**src/rtl/alu_regfile_sequencer.sv**
```systemverilog
// ---------------------------------------------------------------------------
// ALU_REGFILE_defs
//   Shared widths and ALU opcode encoding for the register-file/ALU datapath.
//
// alu_regfile_sequencer
//   Initiator-side command sequencer for the register-file/ALU datapath.
//   Accepts load-immediate and ALU-operation commands one at a time, drives
//   the datapath read addresses / opcode / carry and the register-file write
//   port, captures the ALU result and returns it over a response handshake.
//
//   Parameters
//     EXEC_WAIT      cycles the read addresses and opcode are held before
//                    ALU_Out is sampled (1..15)
//   Ports
//     Clock, Reset                  clock, synchronous active-high reset
//     Cmd_Valid / Cmd_Ready         command handshake
//     Cmd_Load                      1 = load immediate, 0 = ALU operation
//     Cmd_Imm                       immediate data for a load
//     Cmd_Src1 / Cmd_Src2 / Cmd_Dst operand and destination register addresses
//     Cmd_Opcode / Cmd_Carry        ALU operation and carry-in
//     Cmd_Writeback                 write the ALU result back to Cmd_Dst
//     Rsp_Valid / Rsp_Ready         response handshake
//     Rsp_Data                      captured ALU result (full ALU width)
//     Op_Count                      completed-command counter (wraps)
//     Read_Addr_1 / Read_Addr_2     datapath read addresses
//     Write_Addr / Write_enable /
//     Write_data                    register-file write port
//     Carry_In / Opcode             ALU controls
//     ALU_Out                       datapath result
// ---------------------------------------------------------------------------
package ALU_REGFILE_defs;
   localparam int REGFILE_WIDTH      = 16;
   localparam int REGFILE_ADDR_WIDTH = 4;
   localparam int ALU_OUTPUT_WIDTH   = 17;

   typedef enum logic [2:0] {
      ALU_ADD    = 3'd0,
      ALU_SUB    = 3'd1,
      ALU_AND    = 3'd2,
      ALU_OR     = 3'd3,
      ALU_XOR    = 3'd4,
      ALU_PASS_A = 3'd5
   } aluop_t;
endpackage

module alu_regfile_sequencer
   import ALU_REGFILE_defs::*;
#(
   parameter int EXEC_WAIT = 1
) (
   input  logic                          Clock,
   input  logic                          Reset,
   input  logic                          Cmd_Valid,
   output logic                          Cmd_Ready,
   input  logic                          Cmd_Load,
   input  logic [REGFILE_WIDTH-1:0]      Cmd_Imm,
   input  logic [REGFILE_ADDR_WIDTH-1:0] Cmd_Src1,
   input  logic [REGFILE_ADDR_WIDTH-1:0] Cmd_Src2,
   input  logic [REGFILE_ADDR_WIDTH-1:0] Cmd_Dst,
   input  aluop_t                        Cmd_Opcode,
   input  logic                          Cmd_Carry,
   input  logic                          Cmd_Writeback,
   output logic                          Rsp_Valid,
   input  logic                          Rsp_Ready,
   output logic [ALU_OUTPUT_WIDTH-1:0]   Rsp_Data,
   output logic [15:0]                   Op_Count,
   output logic [REGFILE_ADDR_WIDTH-1:0] Read_Addr_1,
   output logic [REGFILE_ADDR_WIDTH-1:0] Read_Addr_2,
   output logic [REGFILE_ADDR_WIDTH-1:0] Write_Addr,
   output logic                          Write_enable,
   output logic [REGFILE_WIDTH-1:0]      Write_data,
   output logic                          Carry_In,
   output aluop_t                        Opcode,
   input  logic [ALU_OUTPUT_WIDTH-1:0]   ALU_Out
);

   typedef enum logic [2:0] {
      IDLE = 3'd0,
      LOAD = 3'd1,
      EXEC = 3'd2,
      WB   = 3'd3,
      RESP = 3'd4
   } state_t;

   // Counter loads with EXEC_WAIT-1 so that zero marks the final EXEC cycle.
   localparam logic [3:0] EXEC_LAST = 4'(EXEC_WAIT - 1);

   state_t     state;
   logic [3:0] exec_cnt;
   logic       wb_q;

   // Ready is gated by Reset so it reads 0 in every reset cycle yet comes
   // back in the very first cycle after release, and no handshake can
   // complete while reset is asserted.
   assign Cmd_Ready = (state == IDLE) && !Reset;

   always_ff @(posedge Clock) begin
      if (Reset) begin
         state        <= IDLE;
         exec_cnt     <= '0;
         wb_q         <= 1'b0;
         Rsp_Valid    <= 1'b0;
         Rsp_Data     <= '0;
         Op_Count     <= '0;
         Read_Addr_1  <= '0;
         Read_Addr_2  <= '0;
         Write_Addr   <= '0;
         Write_enable <= 1'b0;
         Write_data   <= '0;
         Carry_In     <= 1'b0;
         Opcode       <= aluop_t'(0);
      end else begin
         unique case (state)
            IDLE: begin
               if (Cmd_Valid && Cmd_Ready) begin
                  // The datapath-facing registers double as the command
                  // field registers, so they hold until the next command.
                  Read_Addr_1 <= Cmd_Src1;
                  Read_Addr_2 <= Cmd_Src2;
                  Opcode      <= Cmd_Opcode;
                  Carry_In    <= Cmd_Carry;
                  Write_Addr  <= Cmd_Dst;
                  wb_q        <= Cmd_Writeback;
                  exec_cnt    <= EXEC_LAST;
                  if (Cmd_Load) begin
                     Write_data   <= Cmd_Imm;
                     Write_enable <= 1'b1;
                     state        <= LOAD;
                  end else begin
                     state        <= EXEC;
                  end
               end
            end

            LOAD: begin
               Write_enable <= 1'b0;
               Op_Count     <= Op_Count + 16'd1;
               state        <= IDLE;
            end

            EXEC: begin
               if (exec_cnt == 4'd0) begin
                  Rsp_Data <= ALU_Out;
                  if (wb_q) begin
                     // Same value as Rsp_Data low bits; any carry-out bit
                     // above the register width stays in Rsp_Data only.
                     Write_data   <= ALU_Out[REGFILE_WIDTH-1:0];
                     Write_enable <= 1'b1;
                     state        <= WB;
                  end else begin
                     Rsp_Valid <= 1'b1;
                     state     <= RESP;
                  end
               end else begin
                  exec_cnt <= exec_cnt - 4'd1;
               end
            end

            WB: begin
               Write_enable <= 1'b0;
               Rsp_Valid    <= 1'b1;
               state        <= RESP;
            end

            RESP: begin
               if (Rsp_Ready) begin
                  Rsp_Valid <= 1'b0;
                  Op_Count  <= Op_Count + 16'd1;
                  state     <= IDLE;
               end
            end

            default: begin
               Write_enable <= 1'b0;
               Rsp_Valid    <= 1'b0;
               state        <= IDLE;
            end
         endcase
      end
   end

endmodule

```
**config.mk**
```make
export PLATFORM = sky130hd
export DESIGN_NAME = alu_regfile_sequencer
export DESIGN_NICKNAME = d
export VERILOG_FILES = /design/src/rtl/alu_regfile_sequencer.sv
export SDC_FILE = /design/constraint.sdc
export NUM_CORES = 1
export LEC_CHECK = 0
export CORE_ASPECT_RATIO = 1.4
export CORE_MARGIN = 1
export CORE_UTILIZATION = 48
export DETAILED_ROUTE_END_ITERATION = 10
export GPL_TIMING_DRIVEN = 1
export PLACE_DENSITY_LB_ADDON = 0.08
export SLEW_MARGIN = 20
export SYNTH_ARGS = -nofsm -noshare
export SYNTH_HDL_FRONTEND = slang
export SYNTH_SLANG_ARGS = --single-unit
```
**constraint.sdc**
```tcl
create_clock -name Clock -period 4.4 [get_ports Clock]
set_input_delay 1.1 -clock Clock [delete_from_list [all_inputs] [get_ports Clock]]
set_output_delay 1.1 -clock Clock [all_outputs]
set_load 0.1 [all_outputs]
```
==> summary.txt, run 1 <==
Route
  • Wirelength per Cell: 14.5 um
  • DR vias: 3177
  • DRT Wirelength: 8.62 mm
  • Vias per cell: around 5.3
  • DRC violations left: 0
  • Pre-antenna DRT Iters: 4
  • Initial DRC count: roughly 230
  • ANT nets after route: 0

Place
  • GP Congestion: 0.815
  • Dpl cell area: ~4600 um^2
  • Number of I/O port buffers: 122
  • Dpl hpwl: about 6.1 mm

Timing
  • Setup violators final: 0
  • Slew @ Worst Pin: around 1.0 ns
  • Tcrit/Tclk final: just under 70%
  • FMAX: around 0.33 GHz
  • RSZ-0062 raised after global routing: false
  • Max Slew Vio Count: 0
  • Final Hold Vio Count: 0
  • Fin crit period: between 3 and 4 ns
  • Max transition margin: between 30% and 40%
  • Final setup skew: roughly 0.0053 ns
  • Final setup TNS: 0 ns

Clocking
  • CTS hold repair buffers: 0
  • Cts repair resizes: 0
  • Clock Latency Late Sink: around 0.34 ns
  • CTS tree: done
  • CTS Buffer Depth: 2
  • Setup bufs post-CTS: 0
  • Total CTS buffers: 9
  • Htree depth: 3
  • Clk slew on worst S/H paths: around 0.070 ns
  • Clock Sinks: 75
  • Clock Tree Root: clkbuf_8

Logic synthesis
  • Ys async rst share: 0%
  • Syn Nets: about 450
  • Area share of the largest cell type after synthesis: approximately 45%
  • EDFF count, synth: 0
  • Synthesized area: approximately 3300 um^2
  • Yosys reg bits: 75
  • Count leader, synth: dfxtp_1
  • Most used DFF post-synth: dfxtp_1
  • Synth area leader: dfxtp_1
  • Average cell area after synthesis: 8.63 um^2
  • Sequential share of the synthesized area: 45.0%
  • Syn Inst Count: 387
  • Most frequent cells after synthesis: 75 x dfxtp_1, 59 x nand2_1, 46 x a21oi_1, 26 x nand2b_1, 22 x nor2_1
  • Post-synthesis cell type count: 44
  • Yosys warnings: 0
  • Area contributors post-synth: dfxtp_1 45%, a21oi_1 6.9%, nand2_1 6.6%

Power and ir drop
  • Pwr dens: about 440 nW/um^2
  • P_leak: around 1.7 nW
  • Comb pwr share: between 30% and 40%
  • Maximum VDD drop: roughly 0.35 mV
  • Power Internal: roughly 0.0012 W
  • Psw: ~0.00090 W
  • Flop pwr share: between 30% and 40%
  • Clock share of power: a little under a quarter
  • Sw frac: 42.8%

Worst setup path
  • Critical path required time: 3.30 ns
  • Buf+Inv Stages, Crit Path: 1
  • Setup crit start kind: flip-flop
  • Critical Path Sink Type: primary output
  • Worst Path Arrival: approximately 2.0 ns
  • CP max FO: 6
  • CP Class: flip-flop to primary output
  • CP Cell Sequence: clkdlybuf4s50_1
  • CP peak stage delay: approximately 1.2 ns
  • Slowest CP cell: clkdlybuf4s50_1
  • Cell family with the largest share of critical-path delay: buffers and inverters

Cells and area
  • Fin util: a little under three quarters
  • Multi-input gate area: roughly 1700 um^2
  • Layout cells sized above 1: roughly 8%
  • # diodes: 0
  • # fillers: approximately 560
  • Layout area overhead: 43.0%
  • Register area: ~1500 um^2
  • Final net count: between 500 and 600
  • Final Cell Area: between 4000 and 5000 um^2

Floorplanning
  • Initial Util: 50.2%
  • Die width: slightly above 70 um
  • Die Span Y: approximately 100 um
  • I/O pin count: between 100 and 150
  • Area of the core: around 6700 um^2
  • Die area: 7300 um^2
  • # rows: 35

Global routing
  • Pin count of the biggest net entering global routing: 74
  • GRT Total Usage: roughly 25%
  • Initial antenna violation count: 0
  • Vias in the first global route: 3075
  • GR Overflow Total: 0
  • First-pass GRT wire length: 14.2 mm

Run
  • Max_cap viols: 0

Status
  • Status: completed

Min path
  • HP Class: flip-flop to flip-flop
-- metrics by stage --
stage          hold slack (ns)  std cells  power [W]  setup slack (ns)
2_1_floorplan            0.463        387    0.00141             0.353
3_3_place_gp             0.442        578    0.00160              1.29
3_5_place_dp             0.449        578    0.00162              1.20
4_1_cts                  0.461        594    0.00210              1.33
5_1_grt                  0.481        595    0.00219              1.27
6_report                 0.458        595    0.00210              1.35
-- power groups by stage --
stage | Sequential (W) | Clock [W] | Combinational (W)
floorplan | 0.00118 | 0 | 0.000234
global route | 0.000795 | 0.000528 | 0.000868
CTS | 0.000786 | 0.000493 | 0.000819
finish | 0.000787 | 0.000484 | 0.000827
detailed placement | 0.000800 | 0 | 0.000819
global placement | 0.000798 | 0 | 0.000805
-- placed cells by master, fill, tap and decap left out, drive strengths merged, types with 4 or more instances in the layout --
master         instances
a211oi                 6
inv                    9
clkinv                 4
nand2                 59
nand4                  5
o21ai                 20
buf                    8
clkdlybuf4s50        120
nor3                   6
mux2i                 17
a311oi                17
dfxtp                 75
nor2                  22
a31o                   5
nor2b                  4
clkbuf                11
a21oi                 46
xnor2                  8
nand2b                26
-- cell type report --
class | instances | share of cell area [%]
multi-input cells | 275 | 35.2
clock inverters | 5 | 0.576
inverters | 9 | 0.707
flip-flops and latches | 75 | 31.4
repair buffers | 128 | 26.5
well taps | 92 | 2.41
clock buffers | 11 | 3.17
-- registers in the layout, summed over array words and instances, names as in the netlist --
name and cells:
Carry_In 1, Op_Count 16, Opcode 3, Read_Addr_1 4
Read_Addr_2 4, Rsp_Data 17, Rsp_Valid 1, Write_Addr 4
Write_data 16, Write_enable 1, exec_cnt 4, state 3
wb_q 1
-- routing by layer --
layer	wire [um]	vias to the layer above	global-route usage [%]
li1	-	1580	-
met5	0	-	0
met4	159	0	9.05
met1	3370	1491	28.1
met3	701	11	8.80
met2	4400	95	42.6
-- cell families (layout without fill, tap and decap cells) --
| kind of cell | Yosys count | in the layout | share of synthesized area [%] |
|---|---|---|---|
| AND/OR/NAND/NOR | 139 | 139 | 20.2 |
| AO/OA/AOI/OAI | 107 | 107 | 20.9 |
| flip-flops | 75 | 75 | 45.0 |
| buffers and inverters | 37 | 153 | 5.24 |
| multiplexers | 18 | 18 | 5.43 |
| XOR/XNOR | 8 | 8 | 2.10 |
| adder cells (fa/ha/maj) | 3 | 3 | 1.12 |
-- path summary, 6_finish.rpt --
path / cells past startpoint / to / start / slack (ns)
worst max-delay path: 1 / Op_Count[3] / Op_Count[3]$_SDFFE_PP0P_ / 1.35
worst min-delay path: 2 / Rsp_Data[8]$_SDFFE_PP0P_ / Rsp_Data[8]$_SDFFE_PP0P_ / 0.46
worst max register to register: 5 / Rsp_Data[11]$_SDFFE_PP0P_ / state[1]$_SDFFE_PP0P_ / 1.49
worst min register to register: 2 / Rsp_Data[8]$_SDFFE_PP0P_ / Rsp_Data[8]$_SDFFE_PP0P_ / 0.46
No activity file was read; power rests on OpenSTA's default activity.
==> inputs of run 2 (changes only) <==
--- a/config.mk
+++ b/config.mk
@@ -7,7 +7,7 @@
 export LEC_CHECK = 0
 export CORE_ASPECT_RATIO = 1.4
 export CORE_MARGIN = 1
-export CORE_UTILIZATION = 48
+export CORE_UTILIZATION = 40
 export DETAILED_ROUTE_END_ITERATION = 10
 export GPL_TIMING_DRIVEN = 1
 export PLACE_DENSITY_LB_ADDON = 0.08
==> constraint.sdc (replaced) <==
create_clock -name Clock -period 2.8 [get_ports Clock]
set_input_delay 0.7 -clock Clock [delete_from_list [all_inputs] [get_ports Clock]]
set_output_delay 0.7 -clock Clock [all_outputs]
set_load 0.1 [all_outputs]
==> run 2 against run 1 <==
Against the previous run:
- critical endpoint is now Cmd_Ready
- sequential cell count unchanged
- clock skew up 0.00057 ns
- non-clock buffer count increased by 4
- utilization shrank 14 points
- largest cell class unchanged
- die area grew 19%
- hold slack lost 0.0039 ns
- global-route usage fell by 4.3 points
- design area decreased by 1.2%
- routed wire length grew 2.0%
- combinational power grew 54%
- clock power is 110% higher
- clock-buffer cell count increased by 2
==> summary.txt, run 2 (same netlist as run 1, synthesis figures left out) <==
Clocking
  • Clock Tree Root: clkbuf_16 (was clkbuf_8)
  • Clock Sinks: 75 (unchanged)
  • Total CTS buffers: 9 (unchanged)
  • CTS Buffer Depth: 2 (unchanged)
  • Clock Latency Late Sink: 0.32 ns (was 0.34 ns)
  • Clk slew on worst S/H paths: 0.05 ns (was 0.07 ns)
  • CTS hold repair buffers: 0 (unchanged)
  • Cts repair resizes: 0 (unchanged)
  • Setup bufs post-CTS: 0 (unchanged)
  • Htree depth: 3 (unchanged)
  • CTS tree: done (unchanged)

Route
  • Top Layer Used: met4 (unchanged)
  • Wirelength per Cell: 14.5 um (about the same)
  • Wl on met1: 3.91 mm (was 3.37 mm)
  • DR WL met3: 516 um (was 701 um)
  • Vias per cell: 5.11 (was 5.34)
  • Wire length on met2: 4.24 mm (was 4.40 mm)
  • DR vias: 3097 (was 3177)
  • DRT Wirelength: 8.79 mm (was 8.62 mm)
  • Initial DRC count: 142 (was 234)
  • ANT nets after route: 0 (unchanged)
  • DRC violations left: 0 (unchanged)
  • Pre-antenna DRT Iters: 4 (unchanged)

Status
  • Status: completed (unchanged)

Cells and area
  • # fillers: 772 (was 563)
  • Max reg flops: 17 (unchanged)
  • Layout cells sized above 1: 20.8% (was 7.95%)
  • Commonest non-fill, non-tap cell in the layout: buf_4 (was clkdlybuf4s50_1)
  • Final net count: 560 (was 556)
  • Fin util: 57.9% (was 71.8%)
  • Largest registers: Rsp_Data (17), Op_Count (16), Write_data (16) (unchanged)
  • Layout area overhead: 41.3% (was 43.0%)
  • # diodes: 0 (unchanged)
  • Most frequent cells in the layout: 77 x buf_4, 75 x dfxtp_1, 59 x nand2_1, 53 x clkdlybuf4s50_1, 46 x a21oi_1 (was 120 x clkdlybuf4s50_1, 75 x dfxtp_1, 59 x nand2_1, 46 x a21oi_1, 26 x nand2b_1)
  • Top reg by flops: Rsp_Data (unchanged)

Power and ir drop
  • Pwr dens: 743 nW/um^2 (was 439 nW/um^2)
  • P_leak: 1.87 nW (was 1.70 nW)
  • Maximum VDD drop: 0.388 mV (was 0.345 mV)

Min path
  • Hold_sp: Rsp_Data[13]$_SDFFE_PP0P_ (was Rsp_Data[8]$_SDFFE_PP0P_)
  • Hold endpoint: Rsp_Data[13]$_SDFFE_PP0P_ (was Rsp_Data[8]$_SDFFE_PP0P_)
  • HP Class: flip-flop to flip-flop (unchanged)
  • Hold path depth: 2 (unchanged)

Timing
  • Slew @ Worst Pin: 0.723 ns (was 1.03 ns)
  • Final setup skew: 0.00582 ns (was 0.00525 ns)
  • Fin crit period: around 2.3 ns
  • Setup violators final: 0 (unchanged)
  • FMAX: roughly 0.43 GHz
  • Final Hold Vio Count: 0 (unchanged)
  • Final setup TNS: 0 ns (unchanged)
  • Max transition margin: 51.8% (was 31.2%)
  • Max Slew Vio Count: 0 (unchanged)
  • RSZ-0062 raised after global routing: false (unchanged)
  • Tcrit/Tclk final: 83.7%

Global routing
  • GR Overflow Total: 0 (unchanged)
  • Initial antenna violation count: 0 (unchanged)
  • Vias in the first global route: 2903 (was 3075)
  • First-pass GRT wire length: 13.9 mm (was 14.2 mm)
  • Pin count of the biggest net entering global routing: 72 (was 74)
  • GRT Total Usage: 20.5% (was 24.8%)

Worst setup path
  • CP Cell Sequence: buf_4 -> or3_1 -> nor2_2 -> buf_12 (was clkdlybuf4s50_1)
  • CP peak stage delay: 0.39 ns (was 1.17 ns)
  • CP max FO: 13 (was 6)
  • Worst Path Arrival: 1.64 ns (was 1.95 ns)
  • Critical Path Sink Type: primary output (unchanged)
  • Cell family with the largest share of critical-path delay: simple AND/OR/NAND/NOR gates (was buffers and inverters)
  • Setup crit start kind: flip-flop (unchanged)
  • Worst path depth: 4 (was 1)
  • Buf+Inv Stages, Crit Path: 2 (was 1)
  • Reg2reg start: exec_cnt[0]$_SDFFE_PP0P_ (was state[1]$_SDFFE_PP0P_)
  • R2R cell count: 7 (was 5)
  • Critical path required time: 2.10 ns (was 3.30 ns)
  • Slowest CP cell: or3_1 (was clkdlybuf4s50_1)
  • FF-to-FF End: Write_data[15]$_SDFFE_PP0P_ (was Rsp_Data[11]$_SDFFE_PP0P_)
  • CP Class: flip-flop to primary output (unchanged)
  • Flop2flop setup slack: 0.65 ns (was 1.49 ns)

Floorplanning
  • # rows: 39 (was 35)
  • Area of the core: 8150 um^2 (was 6660 um^2)
  • I/O pin count: 123 (unchanged)
  • Die area: 8720 um^2 (was 7300 um^2)
  • Die Span Y: 110 um (was 101 um)
  • Initial Util: 41.0% (was 50.2%)
  • Die width: 79.2 um (was 72.5 um)

Place
  • Number of I/O port buffers: 122 (unchanged)
  • GP Congestion: 0.799 (was 0.815)
  • Dpl hpwl: 6.18 mm (was 6.05 mm)

Run
  • Max_cap viols: 0 (unchanged)
run 2: cell type report:
cell class | count | area, um^2 | share of cell area [%]
tap | 102 | 128 | 2.70
inverter | 9 | 33.8 | 0.716
sequential | 75 | 1500 | 31.8
timing repair buffer | 132 | 1130 | 24.0
multi-input combinational | 275 | 1670 | 35.4
clock buffer | 13 | 250 | 5.30
run 2: metal layers:
layer	vias up	track usage (%)
met5	-	0
met4	0	8.44
met3	12	6.01
met2	90	33.4
met1	1405	25.2
li1	1590	-
run 2: where the power goes:
group          internal (W)  switching [W]  leakage, nW
Combinational      0.000332       0.000937         1.14
Sequential          0.00116      0.0000668        0.611
Clock              0.000610       0.000397        0.122
run 2: worst reg2reg max path: cells and delay by family, from the launching register on:
| kind | cells | cell delay (ns) |
|---|---|---|
| simple gates | 1 | 0.42 |
| compound gates | 3 | 0.70 |
| buf+inv | 2 | 0.45 |
| fa+ha+maj | 1 | 0.19 |
| flops | 1 | 0.31 |
run 2: how the worst max path moves through the flow:
stage | from | endpoint | slack [ns]
3_3_place_gp | Rsp_Ready | Op_Count[8]$_SDFFE_PP0P_ | 0.45
3_5_place_dp | Rsp_Ready | Op_Count[8]$_SDFFE_PP0P_ | 0.40
5_1_grt | state[1]$_SDFFE_PP0P_ | Cmd_Ready | 0.36
4_1_cts | state[1]$_SDFFE_PP0P_ | Cmd_Ready | 0.44
6_report | state[1]$_SDFFE_PP0P_ | Cmd_Ready | 0.46
2_1_floorplan | Reset | Cmd_Ready | 0.007
run 2: per-stage QoR:
step / setup WS, ns / std cells / instance area, um^2 / hold WS, ns / total power (W)
after detailed placement: 0.402 / 593 / 4470 / 0.450 / 0.00253
final: 0.456 / 606 / 4720 / 0.454 / 0.00351
after floorplan: 0.00687 / 387 / 3340 / 0.463 / 0.00222
after global routing: 0.361 / 606 / 4720 / 0.479 / 0.00366
after global placement: 0.448 / 593 / 4470 / 0.442 / 0.00251
after CTS: 0.439 / 606 / 4720 / 0.458 / 0.00354
==> inputs of run 3 (changes only) <==
--- a/config.mk
+++ b/config.mk
@@ -7,7 +7,7 @@
 export LEC_CHECK = 0
 export CORE_ASPECT_RATIO = 1.4
 export CORE_MARGIN = 1
-export CORE_UTILIZATION = 40
+export CORE_UTILIZATION = 44
 export DETAILED_ROUTE_END_ITERATION = 10
 export GPL_TIMING_DRIVEN = 1
 export PLACE_DENSITY_LB_ADDON = 0.08
==> constraint.sdc (replaced) <==
create_clock -name Clock -period 2.28 [get_ports Clock]
set_input_delay 0.57 -clock Clock [delete_from_list [all_inputs] [get_ports Clock]]
set_output_delay 0.57 -clock Clock [all_outputs]
set_load 0.1 [all_outputs]
==> run 3 against run 2 <==
Against the previous run:
- routed wire length fell by 4.4%
- clock skew rose by 0.0079 ns
- design area rose by 0.74%
==> summary.txt, run 3 (same netlist as run 1, synthesis figures left out) <==
Route
  • Initial DRC count: 142 (unchanged)
  • Vias per cell: 5.14 (was 5.11)
  • Wirelength per Cell: 13.8 um (was 14.5 um)
  • DRC violations left: 0 (unchanged)
  • Pre-antenna DRT Iters: 4 (unchanged)
  • DRT Wirelength: 8.40 mm (was 8.79 mm)
  • ANT nets after route: 0 (unchanged)
  • DR vias: 3122 (was 3097)

Floorplanning
  • # rows: 37 (was 39)
  • I/O pin count: 123 (unchanged)
  • Die width: 75.6 um (was 79.2 um)
  • Die Span Y: 105 um (was 110 um)
  • Area of the core: 7360 um^2 (was 8150 um^2)
  • Initial Util: 45.4% (was 41.0%)
  • Die area: 7950 um^2 (was 8720 um^2)

Worst setup path
  • CP max FO: 13 (unchanged)
  • Setup crit start kind: flip-flop (unchanged)
  • Critical Path Sink Type: primary output (unchanged)
  • Worst Path Arrival: 1.60 ns (was 1.64 ns)
  • Critical path required time: 1.71 ns (was 2.10 ns)
  • CP Class: flip-flop to primary output (unchanged)

Clocking
  • Htree depth: 3 (unchanged)
  • CTS Buffer Depth: 2 (unchanged)
  • Clock Sinks: 75 (unchanged)
  • Clock Latency Late Sink: 0.34 ns (was 0.32 ns)
  • Clk slew on worst S/H paths: 0.08 ns (was 0.05 ns)
  • Cts repair resizes: 0 (unchanged)
  • Total CTS buffers: 9 (unchanged)
  • CTS tree: done (unchanged)
  • Setup bufs post-CTS: 0 (unchanged)
  • CTS hold repair buffers: 0 (unchanged)
  • Clock Tree Root: clkbuf_8 (was clkbuf_16)

Cells and area
  • Commonest non-fill, non-tap cell in the layout: buf_4 (unchanged)
  • Final net count: 563 (was 560)
  • Largest registers: Rsp_Data (17), Op_Count (16), Write_data (16) (unchanged)
  • Layout cells sized above 1: 22.2% (was 20.8%)
  • Top reg by flops: Rsp_Data (unchanged)
  • Layout area overhead: 42.3% (was 41.3%)
  • Max reg flops: 17 (unchanged)
  • Most frequent cells in the layout: 77 x buf_4, 75 x dfxtp_1, 59 x nand2_1, 53 x clkdlybuf4s50_1, 46 x a21oi_1 (unchanged)
  • # diodes: 0 (unchanged)

Global routing
  • Initial antenna violation count: 0 (unchanged)
  • Pin count of the biggest net entering global routing: 80 (was 72)
  • First-pass GRT wire length: 13.2 mm (was 13.9 mm)
  • GR Overflow Total: 0 (unchanged)
  • GRT Total Usage: 21.7% (was 20.5%)
  • Vias in the first global route: 2862 (was 2903)

Timing
  • RSZ-0062 raised after global routing: false (unchanged)
  • Hold WS: 0.456 ns (was 0.454 ns)
  • Max transition margin: 66.6% (was 51.8%)
  • Final Hold Vio Count: 0 (unchanged)
  • Final setup skew: 0.0138 ns (was 0.00582 ns)
  • Setup violators final: 0 (unchanged)
  • Max Slew Vio Count: 0 (unchanged)
  • Slew @ Worst Pin: 0.489 ns (was 0.723 ns)
  • Fin crit period: ~2.2 ns
  • Final setup TNS: 0 ns (unchanged)
  • Tcrit/Tclk final: 95.4%
  • FMAX: 0.460 GHz

Status
  • Status: completed (unchanged)

Power and ir drop
  • Maximum VDD drop: 0.460 mV (was 0.388 mV)
  • Comb pwr share: 37.5% (was 36.2%)
  • Sw frac: 40.7% (was 39.9%)
  • Clock share of power: 26.9% (was 28.7%)
  • Psw: 0.00173 W (was 0.00140 W)
  • P_leak: 1.89 nW (was 1.87 nW)
  • Pwr dens: 893 nW/um^2 (was 743 nW/um^2)
  • Power Internal: 0.00252 W (was 0.00211 W)
  • Flop pwr share: 35.6% (was 35.1%)

Place
  • GP Congestion: 0.812 (was 0.799)
  • Dpl hpwl: 6.06 mm (was 6.18 mm)
  • Number of I/O port buffers: 122 (unchanged)

Run
  • Max_cap viols: 0 (unchanged)

Min path
  • HP Class: flip-flop to flip-flop (unchanged)
[run 3: cell count changes in the layout (fill, tap and decap cells not counted), sizes merged]
cell,previous run,this run
bufinv,0,2
clkinvlp,0,1
clkbuf,13,11
inv,9,10
clkinv,0,1
buf,79,82
[run 3: final timing paths]
path / depth (start not counted) / endpoint / start / slack, ns
worst max-delay path: 3 / Cmd_Ready / state[2]$_SDFFE_PP0P_ / 0.11
worst min register to register: 2 / Rsp_Data[10]$_SDFFE_PP0P_ / Rsp_Data[10]$_SDFFE_PP0P_ / 0.46
worst max register to register: 7 / Write_data[2]$_SDFFE_PP0P_ / exec_cnt[0]$_SDFFE_PP0P_ / 0.23
worst min-delay path: 2 / Rsp_Data[10]$_SDFFE_PP0P_ / Rsp_Data[10]$_SDFFE_PP0P_ / 0.46
[run 3: area by class of cell]
class / instances / area (um^2)
fillers: 645 / 2610
flip-flops and latches: 75 / 1500
well taps: 97 / 121
clock inverters: 5 / 85.1
multi-input cells: 275 / 1680
repair buffers: 135 / 1190
clock buffers: 11 / 141
inverters: 9 / 33.8
[run 3: critical path, cell delays in order, from the launching register on]
cell and delay, ns:
dfxtp_1 0.43, or3_1 0.52, nor2_4 0.14, buf_12 0.18
[run 3: power groups by stage]
stage | Combinational (W) | Sequential [W] | Clock [W]
floorplan | 0.000457 | 0.00227 | 0
finish | 0.00159 | 0.00151 | 0.00114
global route | 0.00167 | 0.00152 | 0.00123
global placement | 0.00158 | 0.00153 | 0
CTS | 0.00160 | 0.00151 | 0.00117
detailed placement | 0.00159 | 0.00154 | 0
[run 3: metrics by stage]
step | std cells | util [%] | total power (W) | cell area (um^2) | worst slack (ns)
3_5_place_dp | 591 | 61.5 | 0.00313 | 4530 | 0.0658
4_1_cts | 607 | 64.6 | 0.00428 | 4750 | 0.0871
6_report | 607 | 64.6 | 0.00424 | 4750 | 0.105
5_1_grt | 607 | 64.6 | 0.00442 | 4750 | 0.0293
2_1_floorplan | 387 | - | 0.00273 | 3350 | 0.0369
3_3_place_gp | 591 | 61.5 | 0.00312 | 4530 | 0.106
[run 3: routing by layer]
| layer | track usage (%) | wire length, um |
|---|---|---|
| met1 | 26.0 | 3580 |
| met2 | 35.7 | 4220 |
| met3 | 5.40 | 472 |
| met4 | 9.39 | 135 |
| met5 | 0 | 0 |
